**config.mk**
```make
export PLATFORM = sky130hd
export DESIGN_NAME = if_id_skid_reg
export DESIGN_NICKNAME = d
export VERILOG_FILES = /design/src/rtl/if_id_skid_reg.sv
export SDC_FILE = /design/constraint.sdc
export NUM_CORES = 1
export LEC_CHECK = 0
export CAP_MARGIN = 20
export CORE_MARGIN = 5
export CORE_UTILIZATION = 38
export DETAILED_ROUTE_END_ITERATION = 7
export PLACE_DENSITY = 0.61
export SETUP_SLACK_MARGIN = 0.4
export SLEW_MARGIN = 25
export SYNTH_ARGS = -nofsm -noshare
export SYNTH_HDL_FRONTEND = slang
export SYNTH_SLANG_ARGS = --single-unit
```
**constraint.sdc**
```tcl
create_clock -name clk -period 1.6 [get_ports clk]
set_input_delay 0.4 -clock clk [delete_from_list [all_inputs] [get_ports clk]]
set_output_delay 0.4 -clock clk [all_outputs]
set_load 0.01 [all_outputs]
```
**src/rtl/if_id_skid_reg.sv**
```systemverilog
// Elastic IF/ID stage: two-entry skid buffer with a registered in_ready,
// plus branch flush and bubble (NOP) injection on an empty output.
module if_id_skid_reg #(
    parameter int unsigned           DATA_W = 64,
    parameter logic [DATA_W-1:0]     BUBBLE = 64'h0000_0000_0000_0013
) (
    input  logic              clk,
    input  logic              reset,
    input  logic              flush,
    input  logic              in_valid,
    output logic              in_ready,
    input  logic [DATA_W-1:0] in_data,
    output logic              out_valid,
    input  logic              out_ready,
    output logic [DATA_W-1:0] out_data,
    output logic [1:0]        occupancy
);

    typedef enum logic [1:0] {
        EMPTY = 2'd0,
        ONE   = 2'd1,
        FULL  = 2'd2
    } state_t;

    state_t            state_q, state_d;
    logic [DATA_W-1:0] main_q, main_d;
    logic [DATA_W-1:0] skid_q, skid_d;
    logic              ready_q, ready_d;
    logic              in_fire, out_fire;

    assign in_fire   = in_valid & ready_q;
    assign out_valid = (state_q != EMPTY);
    assign out_fire  = out_valid & out_ready;
    assign out_data  = out_valid ? main_q : BUBBLE;
    assign occupancy = state_q;
    assign in_ready  = ready_q;

    always_comb begin
        state_d = state_q;
        main_d  = main_q;
        skid_d  = skid_q;
        unique case (state_q)
            EMPTY: begin
                if (in_fire) begin
                    state_d = ONE;
                    main_d  = in_data;
                end
            end
            ONE: begin
                if (in_fire && out_fire) begin
                    main_d = in_data;
                end else if (in_fire) begin
                    state_d = FULL;
                    skid_d  = in_data;
                end else if (out_fire) begin
                    state_d = EMPTY;
                end
            end
            FULL: begin
                // in_ready is low here, so only the drain path exists
                if (out_fire) begin
                    state_d = ONE;
                    main_d  = skid_q;
                end
            end
            default: begin
                state_d = EMPTY;
            end
        endcase
        if (flush) begin
            state_d = EMPTY;
            main_d  = BUBBLE;
            skid_d  = BUBBLE;
        end
        ready_d = (state_d != FULL);
    end

    always_ff @(posedge clk) begin
        if (reset) begin
            state_q <= EMPTY;
            main_q  <= BUBBLE;
            skid_q  <= BUBBLE;
            ready_q <= 1'b1;
        end else begin
            state_q <= state_d;
            main_q  <= main_d;
            skid_q  <= skid_d;
            ready_q <= ready_d;
        end
    end

endmodule
```
==> out/metrics.yaml, run 1 <==
fmax_ghz: 0.473
drt.antenna.violating_nets: 0
r2r_cells: 8
period_share_pct: 132
critPathRequiredTime_ns: 1.20
final_cell_area_mm2: 0.0108
violations: "setup timing"
report.final.slew_viol_count: 0
synth_edf_count: 0
tightest_slew_ns: 0.485
avgSynthCellArea_um2: 9.11
antennaDiodeCount: 0
finalSetupViolCount: 179
clk_latency_ns: 0.42
synthCells: 655
fp.dieW_um: 135
synth.area.top_cells: "dfxtp_1, a211oi_2, mux2i_1"
gp_congestion: 0.776
ios: 137
critical-path-max-stage-delay_ns: 0.35
route.detailed.drc: 0
grt_pass1_wl_um: 27800
drt_wl_total_um: 21400
post_dp_cell_area_mm2: 0.00827
numCtsBuffers: 17
powerDensity_mw_per_mm2: 820
crit_path_cell_trace: "nor2_4 > clkbuf_16 > buf_12 > buf_6 > buf_12 > nor2b_4 > buf_6"
drive_gt1_share_pct: 46.3
hp-start: "skid_q[44]"
cap_violations: 0
gr-total-overflow: 0
cp_slowest_cell: "dfxtp_4"
rsz0062_at_grt: "yes"
critPathArrivalTime_ns: 1.71
vias: 5700
drt-pass1-iter-count: 5
r2r-end: "main_q[2]"
h-tree-depth: 4
yosysTopAreaCellShare_pct: 43.9
initial_core_util_pct: 39.0
ctsLongestPathBuffers: 2
synth_ff_type: "dfxtp_1"
min_to: "skid_q[44]"
clock-root-buffer: "clkbuf_16"
crit_family: "buffers and inverters"
final_nets: 954
post-dp-hpwl_um: 10700
critPathMaxFanout: 6
dpl_worst_slack_ns: -0.500
syn_area_mm2: 0.00597
rr_startpoint: "occupancy[0]"
min_path_cells: 2
clock_skew_ns: 0.00818
avgRoutedWirePerCell_um: 19.3
ff2ff_setup_slack_ns: -0.19
io_buffers: 136
path_clk_slew_ns: 0.06
ys_seq_area_share_pct: 43.9
syn2layout_area_growth_pct: 80.2
yosysUniqueCellTypes: 28
numClockSinks: 131
period_minus_slack_ns: 2.11
finalHoldViolCount: 0
holdWs_ns: 0.459
worstSetupStartpointType: "flop"
path_class: "reg -> out"
fin_ws_ns: -0.514
cts_tree: "done"
ys_warn_count: 0
hold_path.class: "reg -> reg"
irDropWorstVdd_mv: 0.772
synth_top_area_cell: "dfxtp_1"
fp-row-count: 45
antenna_found_initial: 0
grt_usage_pct: 19.4
grt_pass1_vias: 5305
timing.slew.headroom_pct: 67.5
core_area_mm2: 0.0153
p_leak_nw: 4.47
drt_iter0_drc: 286
die_h_um: 135
syn-num-nets: 724
crit_buf_inv: 5
vias_per_cell: 5.15
async_reset_ff_share_pct: 0
outcome: "complete, but fails checks"
die_area_mm2: 0.0183
cp-end-kind: "output pin"
synth_seq_cells: 131
grt_max_degree: 43
[how the worst max path moves through the flow]
stage          cells past startpoint  slack, ns      endpoint          from
2_1_floorplan                      5       0.21  out_data[10]  occupancy[1]
3_3_place_gp                       6      -0.45     skid_q[4]      in_valid
3_5_place_dp                       7      -0.50    main_q[38]     out_ready
4_1_cts                            5      -0.64  out_data[40]  occupancy[1]
5_1_grt                            7      -0.55   out_data[6]  occupancy[0]
6_report                           7      -0.51  out_data[28]  occupancy[0]
[worst min-delay path: stages (launching register included)]
cell,delay (ns)
dfxtp_1,0.30
nand2_1,0.06
a21oi_1,0.05
[layer usage]
layer	track usage [%]	part of all wire, %	vias up
li1	-	-	2697
met1	26.4	46	2782
met2	29.7	46	190
met3	4.53	5.5	31
met4	7.73	1.7	0
met5	0	0	-
[through the flow]
step | setup TNS, ns | util, % | power [mW] | cells
5_1_grt | -43.40 | 70.2 | 9.08 | 1107
4_1_cts | -30.42 | 61.8 | 8.50 | 1044
3_3_place_gp | -60.08 | 54.0 | 4.49 | 985
2_1_floorplan | 0 | - | 4.09 | 655
3_5_place_dp | -63.87 | 54.0 | 4.52 | 985
6_report | -36.26 | 70.2 | 8.82 | 1107
[kinds of logic after synthesis]
kind of cell,count (synthesis),synth area share (%)
buf+inv,58,6.46
compound gates,129,18.2
flops,131,43.9
simple gates,272,20.5
mux,65,10.9
[state kept, by name, indices dropped and copies added, names as in the netlist]
signal / flops
main_q: 64
occupancy: 2
skid_q: 64
in_ready: 1
[power breakdown]
group,switching (mW),internal [mW],total (mW)
sequential,0.0534,3.35,3.40
combinational,0.690,0.869,1.56
clock,1.39,2.47,3.86
total,2.13,6.69,8.82
[cell type report]
cell class	count	area (um2)
clock buffer	25	505
clock inverter	5	75.1
fill	1107	4560
inverter	2	7.51
multi-input combinational	467	3730
sequential	131	2630
tap	211	264
timing repair buffer	266	3540
[placed cells by master, fill, tap and decap left out, types with 3 or more instances in the layout]
master,n
nor2b_1,4
clkbuf_1,3
clkbuf_8,5
a21oi_2,22
dfxtp_1,128
buf_12,29
dlymetal6s2s_1,3
clkdlybuf4s50_1,66
mux2i_1,64
clkinv_2,3
nor2_2,8
a31oi_1,3
a21oi_1,39
buf_16,14
clkbuf_16,35
nor2b_4,58
buf_2,4
or2_4,4
a211oi_2,60
nor3_1,3
nor2_1,55
nand2_2,14
buf_8,10
buf_6,84
nand2_1,103
buf_4,34
nand2_4,13
[cells in the mapped netlist (all sizes together) (2+ instances only)]
master  instances
nand2b          2
dfxtp         131
nand3           3
a211oi         61
a31oi           3
buf            39
a21oi          61
inv             2
nor3            4
nor2           64
nor2b          62
mux2i          65
clkbuf         17
or2             4
nand2         130
[repair_timing]
action	CTS	global route
endpoints found under the hold margin	0	0
buffers inserted	17	38
resized for setup	216	227
setup endpoints to repair	199	199
pin swaps	18	49
hold buffers	0	0
gates cloned	12	25
Note: power is estimated with default switching activity, not from simulation.
==> inputs of run 2 (changes only) <==
--- a/config.mk
+++ b/config.mk
@@ -8,9 +8,9 @@
 export CAP_MARGIN = 20
 export CORE_MARGIN = 5
 export CORE_UTILIZATION = 38
+export CTS_CLUSTER_DIAMETER = 120
 export DETAILED_ROUTE_END_ITERATION = 7
 export PLACE_DENSITY = 0.61
-export SETUP_SLACK_MARGIN = 0.4
 export SLEW_MARGIN = 25
 export SYNTH_ARGS = -nofsm -noshare
 export SYNTH_HDL_FRONTEND = slang
==> out/metrics.yaml, run 2 (synthesis gave the netlist of run 1 again) <==
gp_congestion: 0.769  # -0.89%
final_cell_area_mm2: 0.00966  # -10%
report.final.slew_viol_count: 0  # unchanged
irDropWorstVdd_mv: 0.706  # -8.5%
drt.antenna.violating_nets: 0  # unchanged
crit_family: "buffers and inverters"
numCtsBuffers: 17  # unchanged
die_h_um: 135  # unchanged
drive_gt1_share_pct: 41.1  # -5.3 points
avgRoutedWirePerCell_um: 18.0  # -6.8%
syn2layout_area_growth_pct: 61.9
critPathMaxFanout: 4  # -2
grt_pass1_wl_um: 27000  # -2.9%
crit_path_cell_trace: "nor2_4 > buf_4 > clkbuf_16 > buf_4 > nor2b_4 > buf_6"
critPathRequiredTime_ns: 1.20  # about the same
p_leak_nw: 4.07  # -9.0%
drt_wl_total_um: 19100  # -11%
top_layer: "met4"
worstSetupStartpointType: "flop"
cts_tree: "done"
core_area_mm2: 0.0153  # unchanged
tightest_slew_ns: 0.515  # +0.0300 ns
gr-total-overflow: 0  # unchanged
period_share_pct: 117  # -15 points
cp_slowest_cell: "dfxtp_2"
dpl.cell_count: 980  # -0.51%
finalSetupViolCount: 159  # -11%
io_buffers: 136  # unchanged
initial_core_util_pct: 39.0  # unchanged
wl_met2_um: 9470  # -4.7%
period_minus_slack_ns: 1.87  # -0.246 ns
drt_iter0_drc: 318  # +11%
post-dp-hpwl_um: 10400  # -2.3%
cap_violations: 0  # unchanged
final_nets: 906  # -5.0%
ctsLongestPathBuffers: 2  # unchanged
timing.slew.headroom_pct: 65.5  # -2.0 points
path_clk_slew_ns: 0.06  # about the same
antenna_found_initial: 0  # unchanged
ios: 137  # unchanged
vias_per_cell: 5.06  # -1.8%
fmax_ghz: 0.535  # +13%
violations: "setup timing"
die_area_mm2: 0.0183  # unchanged
critical-path-max-stage-delay_ns: 0.35  # about the same
numClockSinks: 131  # unchanged
hold_path.class: "in -> reg"
crit_buf_inv: 4  # -1
ff2ff_setup_slack_ns: -0.13  # +0.06 ns
clk_latency_ns: 0.42  # about the same
grt_pass1_vias: 5175  # -2.5%
final_common_cell: "dfxtp_1"
outcome: "complete, but fails checks"
drt-pass1-iter-count: 4  # -1
vias: 5367  # -5.8%
route.detailed.drc: 0  # unchanged
final_cell_mix: "dfxtp_1, nand2_1, clkdlybuf4s50_1"
rsz0062_at_grt: "yes"
cp-end-kind: "output pin"
holdWs_ns: 0.407  # -0.0522 ns
post_dp_cell_area_mm2: 0.00771  # -6.8%
fin_ws_ns: -0.268  # +0.246 ns
h-tree-depth: 4  # unchanged
path_class: "reg -> out"
grt_max_degree: 51  # +19%
crit_top_cell: "buf_4"
clock-root-buffer: "clkbuf_16"
instances_no_fill: 1061  # -4.2%
critPathArrivalTime_ns: 1.47  # -0.24 ns
grt_usage_pct: 18.7  # -0.64 points
fp.dieW_um: 135  # unchanged
fillCellCount: 1243  # +12%
dr_wl_met3_um: 960  # -19%
finalHoldViolCount: 0  # unchanged
antennaDiodeCount: 0  # unchanged
fp-row-count: 45  # unchanged
m1WireLength_um: 8160  # -18%
clock_skew_ns: 0.00859  # +0.000410 ns
cts_hold_buf: 0  # unchanged
powerDensity_mw_per_mm2: 894  # +9.0%
## run 2: changes by cell type in the layout (fill, tap and decap cells not counted), sizes merged
| cell | before | now |
|---|---|---|
| or3 | 2 | 1 |
| clkbuf | 45 | 64 |
| buf | 175 | 114 |
| dlygate4sd2 | 1 | 3 |
| clkinv | 3 | 1 |
| dlymetal6s2s | 3 | 1 |
| bufbuf | 1 | 0 |
## run 2: worst paths after layout
kind / startpoint / to / depth (start not counted)
max: occupancy[1] / out_data[47] / 6
min: in_valid / in_ready / 3
max reg2reg: occupancy[0] / main_q[4] / 8
min reg2reg: skid_q[25] / skid_q[25] / 2
## run 2: tightest hold or removal path, cell delays in order
cell and delay [ns]:
dlymetal6s2s_1 0.15, nand4b_1 0.11, a211o_1 0.13
## run 2: area by class of cell
| class | count | area (um2) | share of cell area (%) |
|---|---|---|---|
| tap | 211 | 264 | 2.73 |
| multi-input combinational | 466 | 3560 | 36.8 |
| sequential | 131 | 2630 | 27.2 |
| inverter | 2 | 10.0 | 0.104 |
| timing repair buffer | 219 | 2610 | 27.0 |
| clock buffer | 29 | 531 | 5.49 |
| clock inverter | 3 | 65.1 | 0.673 |
## run 2: where the power goes
part	internal (mW)	total [mW]	switching, mW	leakage, nW
clock network	2.54	3.88	1.34	0.292
registers	3.35	3.40	0.0509	1.06
logic	0.721	1.35	0.627	2.71
## run 2: timing repair
action,4_1_cts,5_1_grt
gates resized for setup,244,216
setup endpoints to repair,179,181
setup buffers,12,10
pin swaps,3,74
gates cloned,8,20
## run 2: metal layers
layer  vias to the layer above  global-route usage, %
met4                         0                   7.78
met2                       132                   30.7
met5                         -                      0
met3                        38                   4.98
li1                       2599                      -
met1                      2598                   23.3
## run 2: per-stage QoR
step / TNS (ns) / total power [mW] / setup WS (ns) / util [%]
after floorplan: -0.350 / 3.95 / -0.00699 / -
final: -18.96 / 8.64 / -0.268 / 63.1
after global placement: -75.95 / 4.34 / -0.532 / 50.4
after global routing: -29.73 / 8.96 / -0.324 / 63.1
after CTS: -14.30 / 8.38 / -0.327 / 55.6
after detailed placement: -82.05 / 4.36 / -0.617 / 50.4
==> inputs of run 3 (changes only) <==
--- a/config.mk
+++ b/config.mk
@@ -10,6 +10,7 @@
 export CORE_UTILIZATION = 38
 export CTS_CLUSTER_DIAMETER = 120
 export DETAILED_ROUTE_END_ITERATION = 7
+export GPL_ROUTABILITY_DRIVEN = 0
 export PLACE_DENSITY = 0.61
 export SLEW_MARGIN = 25
 export SYNTH_ARGS = -nofsm -noshare
==> results of run 3 <==
Final layout, timing and power as in run 2 (identical DEF).
